## src/rtl/mem_lsu.sv

```systemverilog
// MEM-stage load/store unit and MEM/WB result latch; big-endian byte lanes, req/ack data bus.
// Non-memory ops retire in 1 cycle; memory ops stall the pipe until ack or timeout abort.
module mem_lsu #(
  parameter int unsigned TIMEOUT = 255
) (
  input  logic        clk,
  input  logic        rst,
  input  logic [4:0]  mem_wd,
  input  logic        mem_wreg,
  input  logic [31:0] mem_wdata,
  input  logic [3:0]  mem_op,
  input  logic [31:0] mem_addr,
  input  logic [31:0] mem_sdata,
  input  logic        flush,
  output logic [4:0]  wb_wd,
  output logic        wb_wreg,
  output logic [31:0] wb_wdata,
  output logic        stallreq,
  output logic        misalign,
  output logic        bus_err,
  output logic [31:0] bad_addr,
  output logic        bus_req,
  output logic        bus_we,
  output logic [31:0] bus_addr,
  output logic [3:0]  bus_sel,
  output logic [31:0] bus_wdata,
  input  logic [31:0] bus_rdata,
  input  logic        bus_ack
);

  localparam logic [3:0] OP_LB  = 4'd1;
  localparam logic [3:0] OP_LBU = 4'd2;
  localparam logic [3:0] OP_LH  = 4'd3;
  localparam logic [3:0] OP_LHU = 4'd4;
  localparam logic [3:0] OP_LW  = 4'd5;
  localparam logic [3:0] OP_SB  = 4'd9;
  localparam logic [3:0] OP_SH  = 4'd10;
  localparam logic [3:0] OP_SW  = 4'd11;

  localparam logic [1:0] SZ_B = 2'd0;
  localparam logic [1:0] SZ_H = 2'd1;
  localparam logic [1:0] SZ_W = 2'd2;

  localparam logic [7:0] TMO = 8'(TIMEOUT);

  typedef enum logic {S_IDLE, S_WAIT} state_t;

  state_t      state, state_nx;
  logic [7:0]  cnt;
  logic [4:0]  lat_wd;
  logic        lat_wreg;
  logic [3:0]  lat_op;
  logic [31:0] lat_addr;
  logic        discard;

  logic        op_load, op_store, op_mem, aligned;
  logic [1:0]  op_size;
  logic        issue, mis_hit, timeout_hit;
  logic [3:0]  sel_nx;
  logic [31:0] wdata_nx;
  logic [7:0]  load_byte;
  logic [15:0] load_half;
  logic [31:0] load_data;

  // Decode of the instruction currently sitting in EX/MEM
  always_comb begin
    op_load  = 1'b0;
    op_store = 1'b0;
    op_size  = SZ_W;
    case (mem_op)
      OP_LB, OP_LBU: begin op_load  = 1'b1; op_size = SZ_B; end
      OP_LH, OP_LHU: begin op_load  = 1'b1; op_size = SZ_H; end
      OP_LW:         begin op_load  = 1'b1; op_size = SZ_W; end
      OP_SB:         begin op_store = 1'b1; op_size = SZ_B; end
      OP_SH:         begin op_store = 1'b1; op_size = SZ_H; end
      OP_SW:         begin op_store = 1'b1; op_size = SZ_W; end
      default:       ;
    endcase
  end

  assign op_mem  = op_load | op_store;
  assign aligned = (op_size == SZ_B) ||
                   (op_size == SZ_H && !mem_addr[0]) ||
                   (op_size == SZ_W && mem_addr[1:0] == 2'b00);

  // A flushed instruction never reaches the bus and never reports misalignment
  assign issue       = (state == S_IDLE) && op_mem && aligned && !flush;
  assign mis_hit     = (state == S_IDLE) && op_mem && !aligned && !flush;
  assign timeout_hit = (state == S_WAIT) && !bus_ack && (cnt == TMO);

  assign stallreq = issue || ((state == S_WAIT) && !bus_ack && (cnt != TMO));

  // Byte enables and replicated store data; bit3 is the most significant lane
  always_comb begin
    sel_nx   = 4'b1111;
    wdata_nx = mem_sdata;
    case (op_size)
      SZ_B: begin
        sel_nx   = 4'b1000 >> mem_addr[1:0];
        wdata_nx = {4{mem_sdata[7:0]}};
      end
      SZ_H: begin
        sel_nx   = mem_addr[1] ? 4'b0011 : 4'b1100;
        wdata_nx = {2{mem_sdata[15:0]}};
      end
      default: ;
    endcase
  end

  always_comb begin
    load_byte = bus_rdata[31:24];
    case (lat_addr[1:0])
      2'd1:    load_byte = bus_rdata[23:16];
      2'd2:    load_byte = bus_rdata[15:8];
      2'd3:    load_byte = bus_rdata[7:0];
      default: ;
    endcase
    load_half = lat_addr[1] ? bus_rdata[15:0] : bus_rdata[31:16];
    case (lat_op)
      OP_LB:   load_data = {{24{load_byte[7]}}, load_byte};
      OP_LBU:  load_data = {24'h0, load_byte};
      OP_LH:   load_data = {{16{load_half[15]}}, load_half};
      OP_LHU:  load_data = {16'h0, load_half};
      default: load_data = bus_rdata;
    endcase
  end

  always_ff @(posedge clk) begin
    if (rst) state <= S_IDLE;
    else     state <= state_nx;
  end

  always_comb begin
    state_nx = state;
    case (state)
      S_IDLE:  if (issue) state_nx = S_WAIT;
      S_WAIT:  if (bus_ack || timeout_hit) state_nx = S_IDLE;
      default: state_nx = S_IDLE;
    endcase
  end

  always_ff @(posedge clk) begin
    if (rst) begin
      cnt       <= 8'h0;
      lat_wd    <= 5'h0;
      lat_wreg  <= 1'b0;
      lat_op    <= 4'h0;
      lat_addr  <= 32'h0;
      discard   <= 1'b0;
      wb_wd     <= 5'h0;
      wb_wreg   <= 1'b0;
      wb_wdata  <= 32'h0;
      misalign  <= 1'b0;
      bus_err   <= 1'b0;
      bad_addr  <= 32'h0;
      bus_req   <= 1'b0;
      bus_we    <= 1'b0;
      bus_addr  <= 32'h0;
      bus_sel   <= 4'h0;
      bus_wdata <= 32'h0;
    end else begin
      misalign <= 1'b0;
      bus_err  <= 1'b0;
      if (state == S_IDLE) begin
        if (issue) begin
          bus_req   <= 1'b1;
          bus_we    <= op_store;
          bus_addr  <= {mem_addr[31:2], 2'b00};
          bus_sel   <= sel_nx;
          bus_wdata <= wdata_nx;
          wb_wreg   <= 1'b0;
          lat_wd    <= mem_wd;
          lat_wreg  <= mem_wreg;
          lat_op    <= mem_op;
          lat_addr  <= mem_addr;
          discard   <= 1'b0;
          cnt       <= 8'h0;
        end else if (mis_hit) begin
          misalign <= 1'b1;
          bad_addr <= mem_addr;
          wb_wd    <= mem_wd;
          wb_wdata <= mem_wdata;
          wb_wreg  <= 1'b0;
        end else begin
          wb_wd    <= mem_wd;
          wb_wdata <= mem_wdata;
          wb_wreg  <= mem_wreg && !flush;
        end
      end else begin
        if (flush) discard <= 1'b1;
        if (bus_ack) begin
          bus_req <= 1'b0;
          wb_wd   <= lat_wd;
          // A flush arriving together with the ack still kills the writeback
          if (lat_op <= OP_LW) begin
            wb_wreg  <= lat_wreg && !discard && !flush;
            wb_wdata <= load_data;
          end else begin
            wb_wreg <= 1'b0;
          end
        end else if (timeout_hit) begin
          bus_req  <= 1'b0;
          bus_err  <= 1'b1;
          bad_addr <= lat_addr;
          wb_wreg  <= 1'b0;
        end else begin
          cnt     <= cnt + 8'h1;
          wb_wreg <= 1'b0;
        end
      end
    end
  end

endmodule
```

## config.mk

```make
export PLATFORM = sky130hd
export DESIGN_NAME = mem_lsu
export DESIGN_NICKNAME = d
export VERILOG_FILES = /design/src/rtl/mem_lsu.sv
export SDC_FILE = /design/constraint.sdc
export NUM_CORES = 1
export LEC_CHECK = 0
export CAP_MARGIN = 5
export CORE_ASPECT_RATIO = 1.4
export CORE_MARGIN = 3
export CORE_UTILIZATION = 30
export CTS_CLUSTER_DIAMETER = 50
export DETAILED_ROUTE_END_ITERATION = 6
export GPL_ROUTABILITY_DRIVEN = 0
export PLACE_DENSITY = 0.63
export SKIP_LAST_GASP = 1
export SLEW_MARGIN = 20
export SYNTH_ARGS = -nofsm -noshare
export SYNTH_HDL_FRONTEND = slang
export SYNTH_SLANG_ARGS = --single-unit
export TNS_END_PERCENT = 10
```

## constraint.sdc

```tcl
create_clock -name clk -period 2.5 [get_ports clk]
set_clock_uncertainty 0.05 [all_clocks]
set_input_delay 0.375 -clock clk [delete_from_list [all_inputs] [get_ports clk]]
set_output_delay 0.375 -clock clk [all_outputs]
set_load 0.03 [all_outputs]
```

# Word level (Yosys, flattened, before mapping)
# Index checks and enable logic that the tools add are counted.
[word_totals] output_inout_bits=143 word_cells=131 reg_bits=192 input_bits=142
[classes] addsub=1 n_bitwise=2 order_cmp=1 shift=1 n_reduce_logical=39 eq_ne=27 muxes=42
[ops] op="$mux 32" n=9
[ops] op="$pmux 32 s4" n=1
[ops] op="$pmux 32 s2" n=1
[ops] op="$mux 8" n=4
[ops] op="$pmux 8 s3" n=1
[ops] op="$mux 1" n=18
[ops] op="$eq 4x2->1 const B" n=4
[ops] op="$mux 16" n=1
[ops] op="$mux 5" n=3
[ops] op="$reduce_or 3->1" n=5
[ops] op="$logic_and 1x1->1" n=13
[ops] op="$eq 4x3->1 const B" n=3
[ops] op="$eq 4x4->1 const B" n=3
[ops] op="$ne 2x2->1 const B" n=5
[ops] op="$add 8x1->8 const B" n=1
[ops] op="$eq 4x1->1 const B" n=2
[ops] op="$eq 8x8->1 const B" n=1
[ops] op="$ne 8x8->1 const B" n=1
[ops] op="$pmux 4 s2" n=1
[ops] op="$reduce_and 2->1" n=4
[ops] op="$eq 2x2->1 const B" n=3
[ops] op="$reduce_and 3->1" n=2
[ops] op="$logic_not 1->1" n=5
[ops] op="$reduce_or 5->1" n=1
[ops] op="14 further kinds" n=21

# Longest topological paths before layout
# Gate-level depths: netlist of the first run.
[logic_depth] depth_word=13 depth_mapped=9 ltp_nobuf=6

# Worst setup path after synthesis of the first run
# No wires, ideal clock.
[synth_path] path_kind="input to output" start="input port mem_op[1]" end="output port stallreq" setup_slack_ns=0.273 arrival_time_ns=1.802 path_buffers=2 t_required_ns=2.075 cell_stages=6 path_cell_list="buf_2 > or3b_4 > a211oi_4 > o21ai_1 > buf_2 > nand2_1"
[synth_between] elab_chain_cells=10 elab_cells_between_ends=27 cone_classes="eq/ne (10); mux (3); bitwise (1); reduce/logical (13)"
[synth_lines] element="start: declaration" line="11" text="input logic [3:0] mem_op,"
[synth_lines] element="$eq 4x4->1 (tied with other cells)" line="70" text="case (mem_op)"
[synth_lines] element="$reduce_or 3->1 (no source line)"
[synth_lines] element="$pmux 2 s2" line="70"
[synth_lines] element="$eq 2x1->1" line="83" text="(op_size == SZ_H && !mem_addr[0]) ||"
[synth_lines] element="$logic_and 1x1->1" line="83"
[synth_lines] element="$logic_or 1x1->1" line="82" text="assign aligned = (op_size == SZ_B) ||"
[synth_lines] element="$logic_or 1x1->1" line="83"
[synth_lines] element="$logic_and 1x1->1 * (2 in a row)" line="87" text="assign issue = (state == S_IDLE) && op_mem && aligned && !flush;"
[synth_lines] element="$logic_or 1x1->1 *" line="91" text="assign stallreq = issue || ((state == S_WAIT) && !bus_ack && (cnt != TMO));"
[synth_lines] element="end: declaration" line="18" text="output logic stallreq,"
# Every way passes the cells marked *; elsewhere a longest branch is shown, timed or not.

# Worst setup path in the final report of the first run
[layout_path] start="input port mem_op[2]" end="output port stallreq"
# Same word-level chain as after synthesis.

==> results of run 1 <==
layer usage:
metal  vias up  global-route usage, %
met5         -                      0
met4         0                   7.26
met3        39                   3.91
met2       275                   33.3
met1      3904                   23.2
li1       4013                      -
what timing repair did:
action,4_1_cts,5_1_grt
endpoints found under the setup margin,1,1
pin swaps,2,0
buffers inserted,2,0
resized for setup,2,1
power groups by stage:
stage               logic (W)  clock network [W]  registers [W]
finish                0.00168            0.00262        0.00283
global route          0.00178            0.00280        0.00285
CTS                   0.00168            0.00268        0.00283
detailed placement    0.00167                  0        0.00288
global placement      0.00166                  0        0.00288
floorplan            0.000688                  0        0.00310
state kept, by name (all words and copies together) (netlist names), 4 cells and up:
signal and cells:
wb_wd 5, bad_addr 32, lat_op 4, bus_wdata 32, wb_wdata 32, bus_sel 4, lat_addr 32, lat_wd 5
cnt 8
worst paths after layout:
check | from | end | depth (start not counted)
min reg2reg | bus_sel[1] | bus_sel[1] | 2
max reg2reg | lat_addr[0] | wb_wdata[11] | 5
min | rst | bus_wdata[0] | 2
max | mem_op[2] | stallreq | 6
final cells by class:
cell class / count / share of cell area, %
multi-input combinational: 659 / 35.6
tap: 365 / 3.75
clock buffer: 23 / 3.93
sequential: 162 / 26.7
inverter: 24 / 0.740
antenna: 1 / 0.0206
clock inverter: 9 / 0.853
timing repair buffer: 344 / 28.4
stage by stage:
stage                     instances  setup WS (ns)
after global placement         1552         -0.121
after floorplan                 974          0.273
after detailed placement       1552         -0.193
final                          1587         0.0804
after CTS                      1586         0.0124
after global routing           1587        0.00508
cells in the final DEF, fill, tap and decap left out, types with 4 or more instances in the layout:
cell type | Yosys | final
clkdlybuf4s50_1 | 0 | 278
a21oi_1 | 109 | 109
mux2i_1 | 50 | 50
clkinv_2 | 0 | 4
nand2b_1 | 7 | 7
o2111ai_1 | 23 | 23
nor2_1 | 43 | 43
buf_12 | 0 | 14
clkbuf_16 | 0 | 17
mux4_2 | 7 | 7
dfxtp_1 | 162 | 161
a31o_2 | 6 | 6
a211oi_1 | 13 | 13
inv_1 | 24 | 24
o21ai_1 | 9 | 8
o21ai_0 | 43 | 42
a2bb2oi_1 | 7 | 7
nand3_1 | 7 | 7
a22oi_1 | 9 | 9
buf_4 | 35 | 49
a211oi_2 | 35 | 35
o221ai_1 | 19 | 19
a221o_1 | 7 | 7
a311oi_1 | 26 | 26
nand2_1 | 139 | 138
nor3_1 | 39 | 38
critical path, delay by kind of cell:
family	cells	cell delay, ns
buffers and inverters	2	0.62
AOI/OAI and AO/OA	2	0.44
and+or+nand+nor	2	0.55
cell families after synthesis:
logic type / Yosys count / share of synthesized area, %
DFF: 162 / 38.8
other: 1 / 0.0449
adders and majority gates: 1 / 0.150
xor gates and xnor gates: 1 / 0.105
buffers and inverters: 153 / 9.74
muxes: 58 / 8.01
and+or+nand+nor: 267 / 14.4
AOI/OAI and AO/OA: 330 / 28.7
==> summary.md, run 1 <==
| Metric | Value |
|---|---|
| Endpoints failing setup | `0` |
| Fmax | `413 MHz` |
| Crit-path slowest cell | `clkdlybuf4s50_1` |
| RSZ-0062 raised after global routing | `false` |
| CTS tree | `built` |
| Worst Max-Slew Pin Slew | `0.717 ns` |
| Hold Buf Count CTS | `0` |
| Pre-antenna DRT Iters | `5` |
| Avg Vias per Cell | `5.19` |
| Layout area overhead | `45.6%` |
| Initial antenna violation count | `1` |
| Max VDD drop | `0.000418 V` |
| Status | `complete, no violations` |
| Boundary pin count | `285` |
| Max-slew headroom | `52.1%` |
| Synth warn | `0` |
| Remaining global-route overflow | `0` |
| P_int | `0.00504 W` |
| CP Data Required Time | `2.08 ns` |
| Max Slew Vio Count | `0` |
| Mean Syn Cell Area | `8.59 sq um` |
| Synth top cells by count | `dfxtp_1 (162), nand2_1 (139), a21oi_1 (109)` |
| Root buf cell | `clkbuf_16` |
| Synth top area share | `38.8%` |
| Max FO, Critical Path | `5` |
| Placed standard-cell area | `11,600 sq um` |
| Critical path's largest stage delay | `0.49 ns` |
| Clock network fraction of design power | `36.8%` |
| Die area | `29,900 sq um` |
| First-pass GRT wire length | `45,700 microns` |
| Worst-Skew Late Latency | `0.43 ns` |
| H-tree depth | `4` |
| Final setup TNS | `0 ns` |
| Met2 routed WL | `15,400 microns` |
| Prevailing post-synth register cell | `dfxtp_1` |
| DPL Wire Length | `21,700 microns` |
| Tot Pwr | `0.00713 W` |
| R2r setup slk | `0.16 ns` |
| DRT iter0 DRCs | `492` |
| Post-synth EDFFs | `0` |
| Largest net degree at the start of global routing | `75` |
| Die Y | `204 microns` |
| Min cycle time layout | `2.42 ns` |
| Clock buffer depth | `2` |
| Antenna viol nets, final | `0` |
| Layout cells sized above 1 | `13.2%` |
| Synthesized cell area | `8360 sq um` |
| Row cnt | `71` |
| Crit-path cells | `clkdlybuf4s50_1 -> or3b_4 -> a211oi_4 -> o21ai_4 -> nand2_2 -> buf_12` |
| Top post-synthesis cells by area | `dfxtp_1 (39%), a21oi_1 (6.5%), nand2_1 (6.2%)` |
| Arr. time, crit path | `1.99 ns` |
| Global-route usage over all layers | `19.1%` |
| Fillers | `2,682` |
| Design area | `12,200 sq um` |
| Hold slack | `0.379 ns` |
| Num CTS Buffers | `17` |
| Async set or reset register ratio after synthesis | `0%` |
| Worst Hold Class | `in -> reg` |
| Final Util | `44.8%` |
| CP Launch Type | `input port` |
| WS Path Type | `in -> out` |
| Vias in the first global route | `7,842` |
| Sequential-to-total area share from yosys stat | `38.8%` |
| Seq pwr share | `39.7%` |
| Most frequent cell after synthesis | `dfxtp_1` |
| Final Hold Viols | `0` |
| Core area | `27,200 sq um` |
| Max Cap Viol | `0` |
| P_leak | `4.14 nW` |
| Logic pwr share | `23.5%` |
| Area of the multi-input gates | `4340 sq um` |
| Routed vias | `8,231` |
| Power density over cell area | `585 nW/um^2` |
| Top routing layer in use | `met4` |
| #FFs+latches synth | `162` |
| Clock sink total | `162` |
| Met3 Wirelength | `1650 microns` |
| IO buf count | `282` |
| Sw Share | `29.2%` |
| Drc violations | `0` |
| Net load switching power | `0.00208 W` |
| Worst setup EP type | `primary output` |
| Wirelength per Cell | `18.8 microns` |
| Top cell type by total area after synthesis | `dfxtp_1` |
| Yosys cell types | `71` |
| CTS clk-pin slew, worst paths | `0.06 ns` |
| Wl on met1 | `12,000 microns` |
| Starting Density | `30.8%` |
| Post-layout net count | `1,351` |
| Final wirelength | `29,800 microns` |
| Tcrit/Tclk final | `96.8%` |
| FF+latch area | `3250 sq um` |
| Mapped Cells | `973` |
| Die X | `147 microns` |
Note: power is estimated with default switching activity, not from simulation.
==> run 2: changes to the inputs <==
--- a/config.mk
+++ b/config.mk
@@ -5,16 +5,17 @@
 export SDC_FILE = /design/constraint.sdc
 export NUM_CORES = 1
 export LEC_CHECK = 0
+export ABC_AREA = 1
 export CAP_MARGIN = 5
 export CORE_ASPECT_RATIO = 1.4
 export CORE_MARGIN = 3
 export CORE_UTILIZATION = 30
 export CTS_CLUSTER_DIAMETER = 50
+export CTS_CLUSTER_SIZE = 24
 export DETAILED_ROUTE_END_ITERATION = 6
 export GPL_ROUTABILITY_DRIVEN = 0
 export PLACE_DENSITY = 0.63
 export SKIP_LAST_GASP = 1
-export SLEW_MARGIN = 20
 export SYNTH_ARGS = -nofsm -noshare
 export SYNTH_HDL_FRONTEND = slang
 export SYNTH_SLANG_ARGS = --single-unit
==> summary.md, run 2 <==
| Metric | Value |
|---|---|
| Status | `complete, no violations (unchanged)` |
| IO buf count | `282 (unchanged)` |
| Max VDD drop | `0.000493 V (was 0.000418 V)` |
| Tot Pwr | `0.00747 W (was 0.00713 W)` |
| P_int | `0.00526 W (was 0.00504 W)` |
| R2r setup slk | `0.56 ns (was 0.16 ns)` |
| Met3 Track Usage GR | `4.49% (was 3.91%)` |
| Global-route usage over all layers | `19.3% (was 19.1%)` |
| Worst Hold Class | `reg -> reg (was in -> reg)` |
| Initial antenna violation count | `0 (was 1)` |
| Power density over cell area | `612 nW/um^2 (was 585 nW/um^2)` |
| Mean Syn Cell Area | `6.15 sq um (was 8.59 sq um)` |
| Hold path depth | `2 (unchanged)` |
| Clock buffer depth | `2 (unchanged)` |
| GR Util met1 | `22.4% (was 23.2%)` |
| Final Hold Viols | `0 (unchanged)` |
| GRT met2 Usage | `34.7% (was 33.3%)` |
| CTS tree | `built (unchanged)` |
| Sequential-to-total area share from yosys stat | `38.1% (was 38.8%)` |
| Worst r2r src | `lat_addr[0] (unchanged)` |
| Max Cap Viol | `0 (unchanged)` |
| H-tree depth | `4 (unchanged)` |
| Final setup TNS | `0 ns (unchanged)` |
| Placed standard-cell area | `11,500 sq um (was 11,600 sq um)` |
| Prevailing post-synth register cell | `dfxtp_1 (unchanged)` |
| P_leak | `5.44 nW (was 4.14 nW)` |
| Most frequent cell after synthesis | `nand2_1 (was dfxtp_1)` |
| Remaining global-route overflow | `0 (unchanged)` |
| Sw Share | `29.6% (was 29.2%)` |
| Die area | `30,500 sq um (was 29,900 sq um)` |
| Most frequent cells in the layout | `nand2_1 (445), nor2_1 (292), clkdlybuf4s50_1 (281) (was clkdlybuf4s50_1 (278), dfxtp_1 (161), nand2_1 (138))` |
| Design area | `12,200 sq um (about the same)` |
| Endpoints failing setup | `0 (unchanged)` |
| CP Data Required Time | `2.08 ns (about the same)` |
| End of the worst register-to-register path | `wb_wdata[30] (was wb_wdata[11])` |
| Worst Max-Slew Pin Slew | `0.700 ns (was 0.717 ns)` |
| Boundary pin count | `285 (unchanged)` |
| Max-slew headroom | `53.3% (was 52.1%)` |
| Drc violations | `0 (unchanged)` |
| Post-synth EDFFs | `0 (unchanged)` |
| Die Y | `205 microns (was 204 microns)` |
| # placed instances | `1,958 (was 1,552)` |
| Logic pwr share | `23.1% (was 23.5%)` |
| Vias in the first global route | `8,710 (was 7,842)` |
| Min cycle time layout | `2.34 ns (was 2.42 ns)` |
| Synth top area share | `38.1% (was 38.8%)` |
| Most common cell after layout, fill and taps aside | `nand2_1 (was clkdlybuf4s50_1)` |
| First-pass GRT wire length | `46,600 microns (was 45,700 microns)` |
| Net load switching power | `0.00221 W (was 0.00208 W)` |
| #FFs+latches synth | `162 (unchanged)` |
| Layout cells sized above 1 | `5.74% (was 13.2%)` |
| Largest net degree at the start of global routing | `78 (was 75)` |
| Arr. time, crit path | `1.92 ns (was 1.99 ns)` |
| Top post-synthesis cells by area | `dfxtp_1 (38%), nand2_1 (20%), nor2_1 (13%) (was dfxtp_1 (39%), a21oi_1 (6.5%), nand2_1 (6.2%))` |
| FF+latch area | `3250 sq um (about the same)` |
| Synth warn | `0 (unchanged)` |
| Synth top cells by count | `nand2_1 (446), nor2_1 (293), dfxtp_1 (162) (was dfxtp_1 (162), nand2_1 (139), a21oi_1 (109))` |
| Starting Density | `30.7% (was 30.8%)` |
| CTS clk-pin slew, worst paths | `0.06 ns (about the same)` |
| DPL Wire Length | `22,000 microns (was 21,700 microns)` |
| Area of the multi-input gates | `4240 sq um (was 4340 sq um)` |
| Die X | `148 microns (was 147 microns)` |
| WHS Endpoint | `bus_wdata[17] (was bus_wdata[0])` |
| Layout area overhead | `43.4% (was 45.6%)` |
| RSZ-0062 raised after global routing | `false (unchanged)` |
| Non-filler cells, final | `1,992 (was 1,587)` |
| Final wirelength | `30,000 microns (was 29,800 microns)` |
| Row cnt | `72 (was 71)` |
| Routed vias | `9,108 (was 8,231)` |
| DRT iter0 DRCs | `506 (was 492)` |
| CP Launch Type | `flop (was input port)` |
| Fmax | `427 MHz (was 413 MHz)` |
| R2R depth | `8 (was 5)` |
| Synthesized cell area | `8510 sq um (was 8360 sq um)` |
| Clock network fraction of design power | `38.8% (was 36.8%)` |
| Core area | `27,700 sq um (was 27,200 sq um)` |
| Tcrit/Tclk final | `93.6% (was 96.8%)` |
| Pre-antenna DRT Iters | `5 (unchanged)` |
| Worst-Skew Late Latency | `0.43 ns (about the same)` |
| Root buf cell | `clkbuf_16 (unchanged)` |
| Async set or reset register ratio after synthesis | `0% (unchanged)` |
| Top cell type by total area after synthesis | `dfxtp_1 (unchanged)` |
| Post-layout net count | `1,751 (was 1,351)` |
| Wirelength per Cell | `15.1 microns (was 18.8 microns)` |
| Seq pwr share | `38.1% (was 39.7%)` |
| Worst setup EP type | `primary output (unchanged)` |
| Global route hottest layer | `met2 (unchanged)` |
| Num CTS Buffers | `17 (unchanged)` |
| Max Slew Vio Count | `0 (unchanged)` |
| Avg Vias per Cell | `4.57 (was 5.19)` |
| Antenna viol nets, final | `0 (unchanged)` |
| WS Path Type | `reg -> out (was in -> out)` |
| Max FO, Critical Path | `7 (was 5)` |
| Mapped Cells | `1,383 (was 973)` |
| Fillers | `2,930 (was 2,682)` |
| Min-delay src | `bus_wdata[17] (was rst)` |
| Yosys cell types | `32 (was 71)` |
| Clock sink total | `162 (unchanged)` |
run 2: cells by family (layout without fill, tap and decap cells):
group / after synthesis / count (layout) / share of synthesized area (%)
other: 1 / 3 / 0.0441
DFF: 162 / 162 / 38.1
adders and majority gates: 1 / 1 / 0.147
buffers and inverters: 211 / 448 / 12.3
xor gates and xnor gates: 2 / 2 / 0.206
and+or+nand+nor: 862 / 862 / 40.4
AOI/OAI and AO/OA: 144 / 144 / 8.78
run 2: worst max path at each step:
stage                   start  slack (ns)            end
global route           cnt[0]        0.01       stallreq
CTS                    cnt[0]        0.03       stallreq
finish                 cnt[0]        0.16       stallreq
floorplan              cnt[0]        0.66       stallreq
global placement    mem_op[0]        0.09       wb_wd[2]
detailed placement  mem_op[0]        0.05  bus_wdata[15]
run 2: what timing repair did:
item / CTS / global route
setup endpoints to repair: 1 / 1
hold buffers: 0 / 0
setup buffers: 0 / 1
pin swaps: 0 / 1
gates resized for setup: 1 / 4
run 2: worst max-delay path, stage by stage (launching register included):
cell     delay (ns)
dfxtp_2        0.36
ha_1           0.19
nand3_1        0.13
nor2_2         0.15
nand2_1        0.07
nor2_2         0.12
nand2_1        0.11
nand2_4        0.11
nand2_2        0.06
buf_4          0.17
run 2: metrics by stage:
step	hold WS (ns)	util [%]	setup slack, ns
after global placement	0.379	41.5	0.0884
final	0.393	44.0	0.160
after floorplan	0.402	-	0.657
after CTS	0.396	43.9	0.0260
after detailed placement	0.382	41.5	0.0481
after global routing	0.415	44.0	0.0110
run 2: power groups by stage:
stage / Clock, W / Sequential, W / Combinational [W]
after floorplan: 0 / 0.00312 / 0.000772
after global placement: 0 / 0.00290 / 0.00171
after detailed placement: 0 / 0.00291 / 0.00173
after CTS: 0.00299 / 0.00285 / 0.00174
after global routing: 0.00311 / 0.00287 / 0.00188
final: 0.00290 / 0.00285 / 0.00172
run 2: routing by layer:
layer / routed length (microns) / share of wire, %
met1: 12000 / 40
met2: 15200 / 50
met3: 2060 / 6.8
met4: 797 / 2.7
met5: 0 / 0
run 2: area by class of cell:
class | count | area share [%]
antenna | 1 | 0.0205
sequential | 162 | 26.6
tap | 370 | 3.79
multi-input combinational | 1011 | 34.7
clock buffer | 20 | 3.92
inverter | 99 | 3.08
clock inverter | 12 | 1.45
timing repair buffer | 317 | 26.4
==> run 3: changes to the inputs <==
--- a/config.mk
+++ b/config.mk
@@ -14,7 +14,7 @@
 export CTS_CLUSTER_SIZE = 24
 export DETAILED_ROUTE_END_ITERATION = 6
 export GPL_ROUTABILITY_DRIVEN = 0
-export PLACE_DENSITY = 0.63
+export PLACE_DENSITY_LB_ADDON = 0.1
 export SKIP_LAST_GASP = 1
 export SYNTH_ARGS = -nofsm -noshare
 export SYNTH_HDL_FRONTEND = slang
==> summary.md, run 3 (synthesis gave the netlist of run 2 again) <==
| Metric | Value |
|---|---|
| Logic pwr share | `23.3% (was 23.1%)` |
| First-pass GRT wire length | `47,900 microns (was 46,600 microns)` |
| IO buf count | `282 (unchanged)` |
| H-tree depth | `4 (unchanged)` |
| Tcrit/Tclk final | `95.8% (was 93.6%)` |
| Crit-path cells | `clkdlybuf4s50_1 -> o21bai_1 -> nor2_2 -> inv_2 -> nand2_2 -> nand2_2 -> nand2_2 -> buf_4 (was ha_1 -> nand3_1 -> nor2_2 -> nand2_1 -> nor2_2 -> nand2_1 -> nand2_4 -> nand2_2 -> buf_4)` |
| DPL Wire Length | `21,500 microns (was 22,000 microns)` |
| Layout cells sized above 1 | `5.56% (was 5.74%)` |
| Wirelength per Cell | `15.4 microns (was 15.1 microns)` |
| Layout area overhead | `42.9% (was 43.4%)` |
| Clock network fraction of design power | `38.3% (was 38.8%)` |
| DRT iter0 DRCs | `399 (was 506)` |
| Drc violations | `0 (unchanged)` |
| P_int | `0.00516 W (was 0.00526 W)` |
| Max FO, Critical Path | `7 (unchanged)` |
| Remaining global-route overflow | `0 (unchanged)` |
| WS Path Type | `in -> out (was reg -> out)` |
| Max Cap Viol | `0 (unchanged)` |
| Endpoints failing setup | `0 (unchanged)` |
| Tot Pwr | `0.00740 W (was 0.00747 W)` |
| Arr. time, crit path | `1.97 ns (was 1.92 ns)` |
| Antenna viol nets, final | `0 (unchanged)` |
| Max-slew headroom | `58.0% (was 53.3%)` |
| Final setup TNS | `0 ns (unchanged)` |
| Max Slew Vio Count | `0 (unchanged)` |
| Num CTS Buffers | `17 (unchanged)` |
| Avg Vias per Cell | `4.50 (was 4.57)` |
| Initial antenna violation count | `0 (unchanged)` |
| Top delay family on crit path | `buffers and inverters (was simple AND/OR/NAND/NOR gates)` |
| Most frequent cells in the layout | `nand2_1 (445), nor2_1 (292), clkdlybuf4s50_1 (281) (unchanged)` |
| Buffers and inverters on the worst path | `3 (was 1)` |
| Die X | `148 microns (unchanged)` |
| CP Launch Type | `input port (was flop)` |
| Final Util | `43.8% (was 44.0%)` |
| RSZ-0062 raised after global routing | `false (unchanged)` |
| Worst setup EP type | `primary output (unchanged)` |
| Min cycle time layout | `2.40 ns (was 2.34 ns)` |
| Worst Hold Class | `reg -> reg (unchanged)` |
| Pre-antenna DRT Iters | `5 (unchanged)` |
| P_leak | `5.41 nW (was 5.44 nW)` |
| Hold slack | `0.395 ns (was 0.393 ns)` |
| Boundary pin count | `285 (unchanged)` |
| Critical path's most frequent cell | `nand2_2` |
| Clock buffer depth | `2 (unchanged)` |
| Critical path's largest stage delay | `0.51 ns (was 0.36 ns)` |
| Row cnt | `72 (unchanged)` |
| CP Data Required Time | `2.08 ns (about the same)` |
| Worst Max-Slew Pin Slew | `0.630 ns (was 0.700 ns)` |
| Status | `complete, no violations (unchanged)` |
| Clock sink total | `162 (unchanged)` |
| Largest net degree at the start of global routing | `98 (was 78)` |
| Vias in the first global route | `8,560 (was 8,710)` |
| Crit-path slowest cell | `clkdlybuf4s50_1 (was dfxtp_2)` |
| Final Hold Viols | `0 (unchanged)` |
| Fmax | `418 MHz (was 427 MHz)` |
| CTS tree | `built (unchanged)` |
| Most common cell after layout, fill and taps aside | `nand2_1 (unchanged)` |
| Seq pwr share | `38.4% (was 38.1%)` |
| Core area | `27,700 sq um (unchanged)` |
| Net load switching power | `0.00224 W (was 0.00221 W)` |
| Starting Density | `30.7% (unchanged)` |
| Worst-Skew Late Latency | `0.44 ns (was 0.43 ns)` |
| Die area | `30,500 sq um (unchanged)` |
| Max VDD drop | `0.000472 V (was 0.000493 V)` |
| Sw Share | `30.2% (was 29.6%)` |
| CTS clk-pin slew, worst paths | `0.07 ns (was 0.06 ns)` |
| Final wirelength | `30,600 microns (was 30,000 microns)` |
| Routed vias | `8,947 (was 9,108)` |
| Root buf cell | `clkbuf_16 (unchanged)` |
| Global-route usage over all layers | `20.1% (was 19.3%)` |
| Power density over cell area | `609 nW/um^2 (was 612 nW/um^2)` |
| Die Y | `205 microns (unchanged)` |
| Post-layout net count | `1,748 (was 1,751)` |
-- run 3: cell types whose count changed in the layout (fill, tap and decap cells not counted), sizes merged --
cell / delta
buf: -3
bufinv: -1
clkbuf: +1
clkinv: -1
inv: +1
-- run 3: layout make-up --
type | instances | area, sq um
fillers | 3035 | 15600
multi-input cells | 1011 | 4240
diodes | 1 | 2.50
well taps | 370 | 463
inverters | 99 | 377
clock inverters | 11 | 150
clock buffers | 21 | 482
repair buffers | 314 | 3200
flip-flops and latches | 162 | 3250
-- run 3: routing by layer --
metal	part of all wire [%]	up-vias	wire length (microns)	global-route usage (%)
li1	-	4684	-	-
met1	41	3995	12600	23.7
met2	50	239	15400	34.9
met3	6.3	29	1930	5.31
met4	2.4	0	726	7.40
met5	0	-	0	0
-- run 3: tightest hold or removal path: stages (launching register included) --
cell,delay [ns]
dfxtp_1,0.31
nand2_1,0.06
nand2_1,0.04
-- run 3: what timing repair did --
item	4_1_cts	5_1_grt
hold buffers	0	0
resized for setup	1	4
pin swaps	0	1
endpoints found under the setup margin	1	1
setup buffers	0	3
-- run 3: power by group through the flow --
stage	combinational [W]	clock (W)	sequential, W
after floorplan	0.000772	0	0.00312
after CTS	0.00174	0.00293	0.00284
after global placement	0.00173	0	0.00290
final	0.00172	0.00283	0.00284
after global routing	0.00190	0.00303	0.00286
after detailed placement	0.00174	0	0.00290
-- run 3: final timing paths --
path         cells after the start          from      endpoint  slack (ns)
max reg2reg                      8   lat_addr[0]  wb_wdata[30]        0.56
min reg2reg                      2  bus_wdata[8]  bus_wdata[8]        0.39
max                              8     mem_op[0]      stallreq        0.10
min                              2  bus_wdata[8]  bus_wdata[8]        0.39
-- run 3: metrics by stage --
stage                     worst slack (ns)  instances  instance area, sq um
after detailed placement            0.0355       1953                 11500
after floorplan                      0.657       1384                  8510
after global routing               0.00291       1988                 12200
after CTS                           0.0141       1985                 12100
final                                0.105       1989                 12200
after global placement               0.112       1953                 11500
